### src/rtl/mdu_seq_pkg.sv
// Shared definitions for the multi-cycle multiply/divide sequencer:
// operation and FSM state encodings plus small op-decode helpers.
package mdu_seq_pkg;

  typedef enum logic [1:0] {
    MDU_MULT  = 2'b00,
    MDU_MULTU = 2'b01,
    MDU_DIV   = 2'b10,
    MDU_DIVU  = 2'b11
  } mdu_op_e;

  typedef enum logic [2:0] {
    MDU_S_IDLE = 3'd0,
    MDU_S_MUL  = 3'd1,
    MDU_S_DIV  = 3'd2,
    MDU_S_FIX  = 3'd3,
    MDU_S_DONE = 3'd4
  } mdu_state_e;

  function automatic logic op_is_signed(input mdu_op_e op);
    return (op == MDU_MULT) || (op == MDU_DIV);
  endfunction

  function automatic logic op_is_div(input mdu_op_e op);
    return (op == MDU_DIV) || (op == MDU_DIVU);
  endfunction

endpackage

### src/rtl/mdu_seq_div_step.sv
// One radix-2 restoring division step on unsigned magnitudes (combinational).
module div_step #(
  parameter int unsigned WIDTH = 32
) (
  input  logic [WIDTH-1:0] rem,
  input  logic [WIDTH-1:0] quo,
  input  logic [WIDTH-1:0] divisor,
  output logic [WIDTH-1:0] rem_next,
  output logic [WIDTH-1:0] quo_next
);

  logic [WIDTH:0]   rem_sh;
  logic [WIDTH+1:0] trial;

  // Extra top bit on the trial subtraction acts as the borrow/sign flag.
  always_comb begin
    rem_sh   = {rem, quo[WIDTH-1]};
    trial    = {1'b0, rem_sh} - {2'b00, divisor};
    rem_next = rem_sh[WIDTH-1:0];
    quo_next = {quo[WIDTH-2:0], 1'b0};
    if (!trial[WIDTH+1]) begin
      rem_next    = trial[WIDTH-1:0];
      quo_next[0] = 1'b1;
    end
  end

endmodule

### src/rtl/mdu_seq.sv
// Multiply/divide sequencer for EX: 2-cycle multiply, restoring divide with
// sign fixup, and HI/LO results held until the pipeline advances or flushes.
module mdu_seq
  import mdu_seq_pkg::*;
#(
  parameter int unsigned DIV_ITERS = 32,
  parameter int unsigned WIDTH     = 32
) (
  input  logic             clk,
  input  logic             rst,
  input  logic             flush,
  input  logic             ex_adv,
  input  logic             op_valid,
  input  logic [1:0]       op_sel,
  input  logic [WIDTH-1:0] src_a,
  input  logic [WIDTH-1:0] src_b,
  output logic             mdu_stall_req,
  output logic             mdu_res_valid,
  output logic [WIDTH-1:0] mdu_hi_res,
  output logic [WIDTH-1:0] mdu_lo_res
);

  localparam int unsigned CNT_W  = (DIV_ITERS > 1) ? $clog2(DIV_ITERS) : 1;
  localparam int unsigned PROD_W = 2 * WIDTH;

  mdu_state_e       state, state_d;
  logic [CNT_W-1:0] cnt, cnt_d;
  logic [WIDTH-1:0] opa, opa_d;    // dividend magnitude, becomes quotient
  logic [WIDTH-1:0] opb, opb_d;    // divisor / multiplier magnitude
  logic [WIDTH-1:0] rem, rem_d;
  logic             sign_a, sign_a_d;
  logic             sign_b, sign_b_d;
  logic             res_valid_d;
  logic [WIDTH-1:0] hi_d, lo_d;

  logic [WIDTH-1:0] rem_step, quo_step;
  logic [PROD_W-1:0] prod;
  mdu_op_e           op;
  logic              sgn;

  div_step #(.WIDTH(WIDTH)) u_div_step (
    .rem      (rem),
    .quo      (opa),
    .divisor  (opb),
    .rem_next (rem_step),
    .quo_next (quo_step)
  );

  assign mdu_stall_req = op_valid & ~flush & (state != MDU_S_DONE);

  // Next-state and datapath register updates.
  always_comb begin
    state_d     = state;
    cnt_d       = cnt;
    opa_d       = opa;
    opb_d       = opb;
    rem_d       = rem;
    sign_a_d    = sign_a;
    sign_b_d    = sign_b;
    res_valid_d = mdu_res_valid;
    hi_d        = mdu_hi_res;
    lo_d        = mdu_lo_res;
    prod        = '0;
    op          = mdu_op_e'(op_sel);
    sgn         = op_is_signed(op);

    case (state)
      MDU_S_IDLE: begin
        if (op_valid) begin
          sign_a_d = sgn & src_a[WIDTH-1];
          sign_b_d = sgn & src_b[WIDTH-1];
          opa_d    = (sgn & src_a[WIDTH-1]) ? -src_a : src_a;
          opb_d    = (sgn & src_b[WIDTH-1]) ? -src_b : src_b;
          rem_d    = '0;
          if (op_is_div(op)) begin
            state_d = MDU_S_DIV;
            cnt_d   = CNT_W'(DIV_ITERS - 1);
          end else begin
            state_d = MDU_S_MUL;
          end
        end
      end
      MDU_S_MUL: begin
        prod = PROD_W'(opa) * PROD_W'(opb);
        if (sign_a ^ sign_b) prod = -prod;
        hi_d        = prod[PROD_W-1:WIDTH];
        lo_d        = prod[WIDTH-1:0];
        res_valid_d = 1'b1;
        state_d     = MDU_S_DONE;
      end
      MDU_S_DIV: begin
        rem_d = rem_step;
        opa_d = quo_step;
        if (cnt == '0) state_d = MDU_S_FIX;
        else           cnt_d   = cnt - CNT_W'(1);
      end
      MDU_S_FIX: begin
        hi_d        = sign_a ? -rem : rem;
        lo_d        = (sign_a ^ sign_b) ? -opa : opa;
        res_valid_d = 1'b1;
        state_d     = MDU_S_DONE;
      end
      MDU_S_DONE: begin
        if (ex_adv) begin
          state_d     = MDU_S_IDLE;
          res_valid_d = 1'b0;
        end
      end
      default: begin
        state_d     = MDU_S_IDLE;
        res_valid_d = 1'b0;
      end
    endcase

    // Flush wins over completion, ex_adv and starting a new operation.
    if (flush) begin
      state_d     = MDU_S_IDLE;
      res_valid_d = 1'b0;
    end
  end

  always_ff @(posedge clk) begin
    if (rst) begin
      state         <= MDU_S_IDLE;
      cnt           <= '0;
      opa           <= '0;
      opb           <= '0;
      rem           <= '0;
      sign_a        <= 1'b0;
      sign_b        <= 1'b0;
      mdu_res_valid <= 1'b0;
      mdu_hi_res    <= '0;
      mdu_lo_res    <= '0;
    end else begin
      state         <= state_d;
      cnt           <= cnt_d;
      opa           <= opa_d;
      opb           <= opb_d;
      rem           <= rem_d;
      sign_a        <= sign_a_d;
      sign_b        <= sign_b_d;
      mdu_res_valid <= res_valid_d;
      mdu_hi_res    <= hi_d;
      mdu_lo_res    <= lo_d;
    end
  end

  // EX must keep the instruction presented while the operation is in flight.
  a_op_held: assert property (@(posedge clk) disable iff (rst)
    (state inside {MDU_S_MUL, MDU_S_DIV, MDU_S_FIX}) |-> (op_valid || flush));

endmodule

### config.mk
export PLATFORM = sky130hd
export DESIGN_NAME = mdu_seq
export DESIGN_NICKNAME = d
export VERILOG_FILES = /design/src/rtl/mdu_seq_pkg.sv /design/src/rtl/mdu_seq_div_step.sv /design/src/rtl/mdu_seq.sv
export SDC_FILE = /design/constraint.sdc
export NUM_CORES = 2
export LEC_CHECK = 0
export ABC_AREA = 1
export BUFFER_PORTS_ARGS = -buffer_cell sky130_fd_sc_hd__buf_2
export CORE_MARGIN = 1.5
export CORE_UTILIZATION = 25
export DETAILED_ROUTE_END_ITERATION = 12
export PLACE_DENSITY = 0.38
export SKIP_LAST_GASP = 1
export SLEW_MARGIN = 20
export SYNTH_ARGS = -nofsm -noshare
export SYNTH_HDL_FRONTEND = slang
export SYNTH_SLANG_ARGS = --single-unit
### constraint.sdc
create_clock -name clk -period 6.55 [get_ports clk]
set_input_delay 0.9825 -clock clk [delete_from_list [all_inputs] [get_ports clk]]
set_output_delay 0.9825 -clock clk [all_outputs]
set_load 0.01 [all_outputs]
### Word-level counts from Yosys, hierarchy flattened

Cells that the tools add are included.

| word-level totals | value |
|---|---|
| register bits | 171 |
| output and inout bits | 66 |

| operators by class | value |
|---|---|
| $add $sub $neg | 7 |
| multipliers | 1 |
| equal/unequal tests | 12 |
| mux-type cells | 24 |
| bitwise gates (word level) | 7 |
| reduce and logical (&&, ||, !) cells | 15 |

Operators with widths:

| kind | number |
|---|---|
| 32-bit case mux with 2 select lines | 4 |
| 32-bit two-way mux | 7 |
| 32-bit negation | 4 |
| 32-bit by 32-bit multiplier with 64-bit output | 1 |
| 64-bit two-way mux | 1 |
| 64-bit negation | 1 |
| 33-bit by 32-bit subtractor with 34-bit output | 1 |
| 5-bit two-way mux | 3 |
| 3-bit case mux with 4 select lines | 1 |
| 2-bit inequality test (second input constant) | 5 |
| 5-bit case mux with 2 select lines | 1 |
| 3-bit two-way mux | 3 |
| 3-bit by 2-bit == test with 1-bit output (second input constant) | 2 |
| 2-bit AND reduction | 3 |
| 2-bit OR reduction | 3 |
| 5-bit logical NOT | 1 |
| 5-bit by 1-bit subtractor with 5-bit output (second input constant) | 1 |
| 1-bit bitwise AND | 4 |
| 2-bit == test (second input constant) | 2 |
| 4-bit AND reduction | 1 |
| 2-bit nonzero test | 2 |
| 3-bit by 1-bit == test with 1-bit output (second input constant) | 1 |
| 3-bit == test (second input constant) | 1 |
| 3-bit logical NOT | 1 |
| 9 further kinds | 12 |

### Logic depth before layout (Yosys ltp)

| depth | value |
|---|---|
| depth after elaboration | 6 |
| gate-level depth with buffers | 42 |
| mapped depth without buffers | 40 |

### By module

From an unflattened synthesis, not the netlist that was laid out.

| second synthesis, totals | value |
|---|---|
| cell total of the unflattened synthesis | 7471 |
| area total of the unflattened synthesis | 50827.5 µm² |

Modules (own cells, without submodules):

| module | times used | cells an instance | area each (µm²) |
|---|---|---|---|
| mdu_seq | 1 | 6801 | 47469.3 |
| div_step | 1 | 670 | 3358.2 |

### Least setup slack after synthesis

Ideal clock, no wire load.

| timing path | value |
|---|---|
| path type | flip-flop to flip-flop |
| start point | register opa[12] |
| end point | register mdu_hi_res[24] |
| setup time | 0.134 ns |
| arrival | 7.056 ns |
| path slack | -0.640 ns |
| stages on the path, launching flop included | 36 |
| path buffers | 2 |
| period minus slack after synthesis | 7.190 ns |
| cell sequence | dfxtp_1 clkbuf_1 buf_1 nand2_1 inv_1 fa_1 fa_1 fa_1 inv_1 fa_1 inv_1 fa_1 inv_1 fa_1 inv_1 fa_1 fa_1 ha_1 nand2_1 nor2_1 nand2_1 inv_1 nand3_1 nand3b_4 xnor2_1 nand2_1 nor2_1 nand3_2 nor2_4 nand3b_4 nand2_4 nand2_1 nand2_1 nand2_1 nand2_1 a21oi_1 |

| between the ends | value |
|---|---|
| cells in the longest elaborated chain, start to end | 4 |

Ends and longest elaborated chain:

| element | line | RTL |
|---|---|---|
| from (decl) | mdu_seq.sv:28 | `logic [WIDTH-1:0] opa, opa_d;` |
| from (signal assigned) | mdu_seq.sv:137 | `opa <= opa_d;` |
| 32-bit by 32-bit multiplier with 64-bit output * | mdu_seq.sv:84 | `prod = PROD_W'(opa) * PROD_W'(opb);` |
| 64-bit negation | mdu_seq.sv:85 | `if (sign_a ^ sign_b) prod = -prod;` |
| 64-bit two-way mux * | mdu_seq.sv:85 |  |
| 32-bit case mux with 2 select lines * | mdu_seq.sv:67 | `case (state)` |
| to (signal assigned) | mdu_seq.sv:143 | `mdu_hi_res <= hi_d;` |
| to (decl) | mdu_seq.sv:19 | `output logic [WIDTH-1:0] mdu_hi_res,` |

Mark *: on every way between the ends. The rest lies on a longest branch, timed or not.
A chain may end at the register's enable or synchronous reset.

### Final worst setup path

| timing path | value |
|---|---|
| start point | register opa[8] |
| end point | register mdu_hi_res[19] |

The elaborated chain is that of the path after synthesis.

==> metrics.cfg <==
[status]
outcome = finished with violations
violations = negative setup slack

[place]
post_dp_cell_area_sq_um = 58600
hpwl_um = 172000
numPortBuffers = 136
place_ws_ps = -1750
gp_congestion = 0.919
place_inst = 10200

[layout]
instances_no_fill = 10400
layout-drive-gt1-share_pct = 22.0
layout.nets = 8981
nFillCells = 21200
seqCellArea_sq_um = 3510
multi_input_area_sq_um = 40400
synthToLayoutAreaGrowth_pct = 28.0
postLayoutCellArea_sq_um = 63100

[timing]
skew_ps = 30.8
fin_crit_ps = 7670
tns_ps = -45700
worst_slack_ps = -1120
tightest_slew_ps = 1190
fmax_mhz = 130
drv_slew = 0
finalCritPeriodShare_pct = 117
setup_viol = 53
slew_headroom_pct = 20.2
hold_viol_final = 0
rsz0062_at_grt = yes

[synthesis]
synth_edf_count = 0
syn_area_sq_um = 49300
syn_avg_cell_area_sq_um = 6.96
async_reset_ff_share_pct = 0
yosysUniqueCellTypes = 61
synthCells = 7080
syn-num-nets = 8351
yosys_warnings = 0
synth_top_flop_cell = dfxtp_1
ys_seq_area_share_pct = 6.95
ys_ff_latch = 171

[clock_network]
cts-htree-levels = 4
cts_tree = built
clock_latency_ps = 550
cts_root_buf = clkbuf_16
path_clk_slew_ps = 110
cts_buffers = 17
cts.path.max_buffers = 2
cts_sinks = 171

[die]
pin_count = 137
initial_core_util_pct = 25.2
fp-row-count = 162
die_area_sq_um = 200000
coreArea_sq_um = 195000
die_y_um = 447
die_w_um = 447

[pwr]
p_leak_uw = 0.0348
ir_drop_mv = 0.312
power-per-cell-area_nw_per_um2 = 304

[route]
wl_per_cell_um = 19.4
vias = 45500
drc_errors = 0
dr.first_iter.drc_count = 2460
ant_nets = 0
firstDrtPassIters = 5
finalWirelength_um = 201000
vias_per_cell = 4.40

[setup_path]
slowest_delay_ps = 620
crit_arrival_ps = 8130
setup.worst_path.end_class = register
worst_path_most_repeated_cell = fa_1
crit_type = register to register
startpoint_type = register
crit_fanout = 4
crit_path_top_delay_cell = fa_1
worstPathRequired_ps = 7020
crit_buf_inv = 9
worst_path_dominant_cell_family = adder cells

[global_route]
grt_max_degree = 74
antenna_found_initial = 22
grt_util_all_layers_pct = 20.4
grt.overflow.total = 0
grt_pass1_vias = 47800
grt_pass1_wl_um = 304000

[hold_path]
hold_path.class = register to register

[flow_run]
max_cap_viol_count = 0

==> cell type report <==
type                       count  area share (%)
antenna                        9          0.0357
clock buffer                  17           0.675
tap                         2624            5.21
timing repair buffer         953            12.9
sequential                   171            5.56
clock inverter                15           0.325
multi-input combinational   4701            64.1
inverter                    1866            11.1
==> metrics by stage <==
step                      power [uW]  hold WS, ps  util, %
after floorplan                 8010          444        -
after global placement         14200          454     30.0
after detailed placement       14100          457     30.0
after CTS                      17700          472     31.5
after global routing           20600          506     32.3
final                          19200          469     32.3
==> report_power, final <==
| part | total (uW) | internal, uW | switching (uW) |
|---|---|---|---|
| Clock | 1210 | 584 | 630 |
| Sequential | 1240 | 1120 | 123 |
| Combinational | 16700 | 7300 | 9410 |
| Total | 19200 | 9000 | 10200 |
==> metal layers <==
metal  track usage [%]  wire length (um)
met5                 0                63
met4              3.85              3570
met3              1.96              6910
met2              33.2             92600
met1              29.2             98100
==> cells in the final DEF, fill, tap and decap left out, types with 10 or more instances in the layout <==
cell and instances:
o21ai_1 15, ha_4 34, nor2_4 82, buf_6 30
inv_1 1796, or2_2 17, o21ai_2 11, nand3_1 182
xor2_1 51, o21ai_0 177, o21bai_1 12, nor3_1 35
nand2_1 1746, nand3_2 43, nand3_4 13, dfxtp_4 18
buf_4 693, o211ai_1 13, nand3b_1 27, a21oi_2 30
a21oi_4 18, xnor2_1 45, nand2_2 163, dfxtp_2 14
ha_1 266, a21oi_1 254, nand4_1 25, buf_2 135
nor2_2 50, inv_2 64, nor2_1 246, a31oi_1 71
dfxtp_1 139, nand2_4 73, nor4_1 10, buf_12 86
fa_1 845, clkbuf_16 18, fa_2 52
==> state kept, by name, summed over array words and instances (netlist names) <==
register / cells
cnt: 5
state: 3
opa: 32
mdu_lo_res: 32
mdu_hi_res: 32
opb: 32
mdu_res_valid: 1
sign_b: 1
sign_a: 1
rem: 32
==> cell families after synthesis <==
group                    Yosys count  share of synthesized area (%)
XOR/XNOR                         101                           1.85
buffers and inverters           2209                           16.9
AO/OA/AOI/OAI                    661                           7.42
flip-flops                       171                           6.95
adder cells (fa/ha/maj)         1200                           44.1
AND/OR/NAND/NOR                 2738                           22.8
==> path summary, 6_finish.rpt <==
check          from              to  slack [ps]  cells past startpoint
max reg2reg  opa[8]  mdu_hi_res[19]       -1120                     35
max          opa[8]  mdu_hi_res[19]       -1120                     35
min          cnt[0]          cnt[0]         470                      2
min reg2reg  cnt[0]          cnt[0]         470                      2
==> tightest hold or removal path: cells and delay by family (launching register included) <==
family / cells / cell delay [ps]
flip-flops: 1 / 320
AO/OA/AOI/OAI: 1 / 50
AND/OR/NAND/NOR: 1 / 60
==> cell usage after synthesis, types with 6 or more instances <==
library cell / n / area (sq um)
nor3_1: 35 / 175
nand3_2: 14 / 140
a21boi_0: 8 / 60.1
xor2_1: 53 / 464
xnor2_1: 46 / 403
o221ai_1: 9 / 78.8
fa_1: 897 / 18000
o21bai_1: 15 / 113
ha_1: 303 / 3790
a21oi_1: 296 / 1480
a31oi_1: 73 / 457
o31ai_1: 7 / 52.6
a21oi_2: 6 / 52.6
nand4_1: 25 / 156
nor2_4: 7 / 78.8
or2_2: 17 / 106
o211ai_1: 13 / 97.6
nor2_2: 18 / 113
dfxtp_1: 171 / 3420
clkbuf_1: 251 / 942
a22oi_1: 7 / 52.6
inv_1: 1850 / 6940
o21ai_1: 6 / 30.0
nand2_1: 1959 / 7350
o21ai_0: 198 / 991
nand2_2: 24 / 150
nor4_1: 11 / 68.8
buf_2: 11 / 55.1
nand3b_1: 27 / 203
nor2_1: 353 / 1330
a21o_1: 6 / 45.0
inv_2: 13 / 48.8
buf_1: 80 / 300
and2_1: 6 / 37.5
nand3_1: 223 / 1120
==> repair_timing <==
| item | in CTS | in global routing |
|---|---|---|
| hold buffers | 0 | 0 |
| resized for setup | 427 | 350 |
| pin swaps | 84 | 180 |
| setup endpoints to repair | 54 | 54 |
| cloned | 5 | 2 |
| setup buffers | 65 | 45 |
Note: power is estimated with default switching activity, not from simulation.
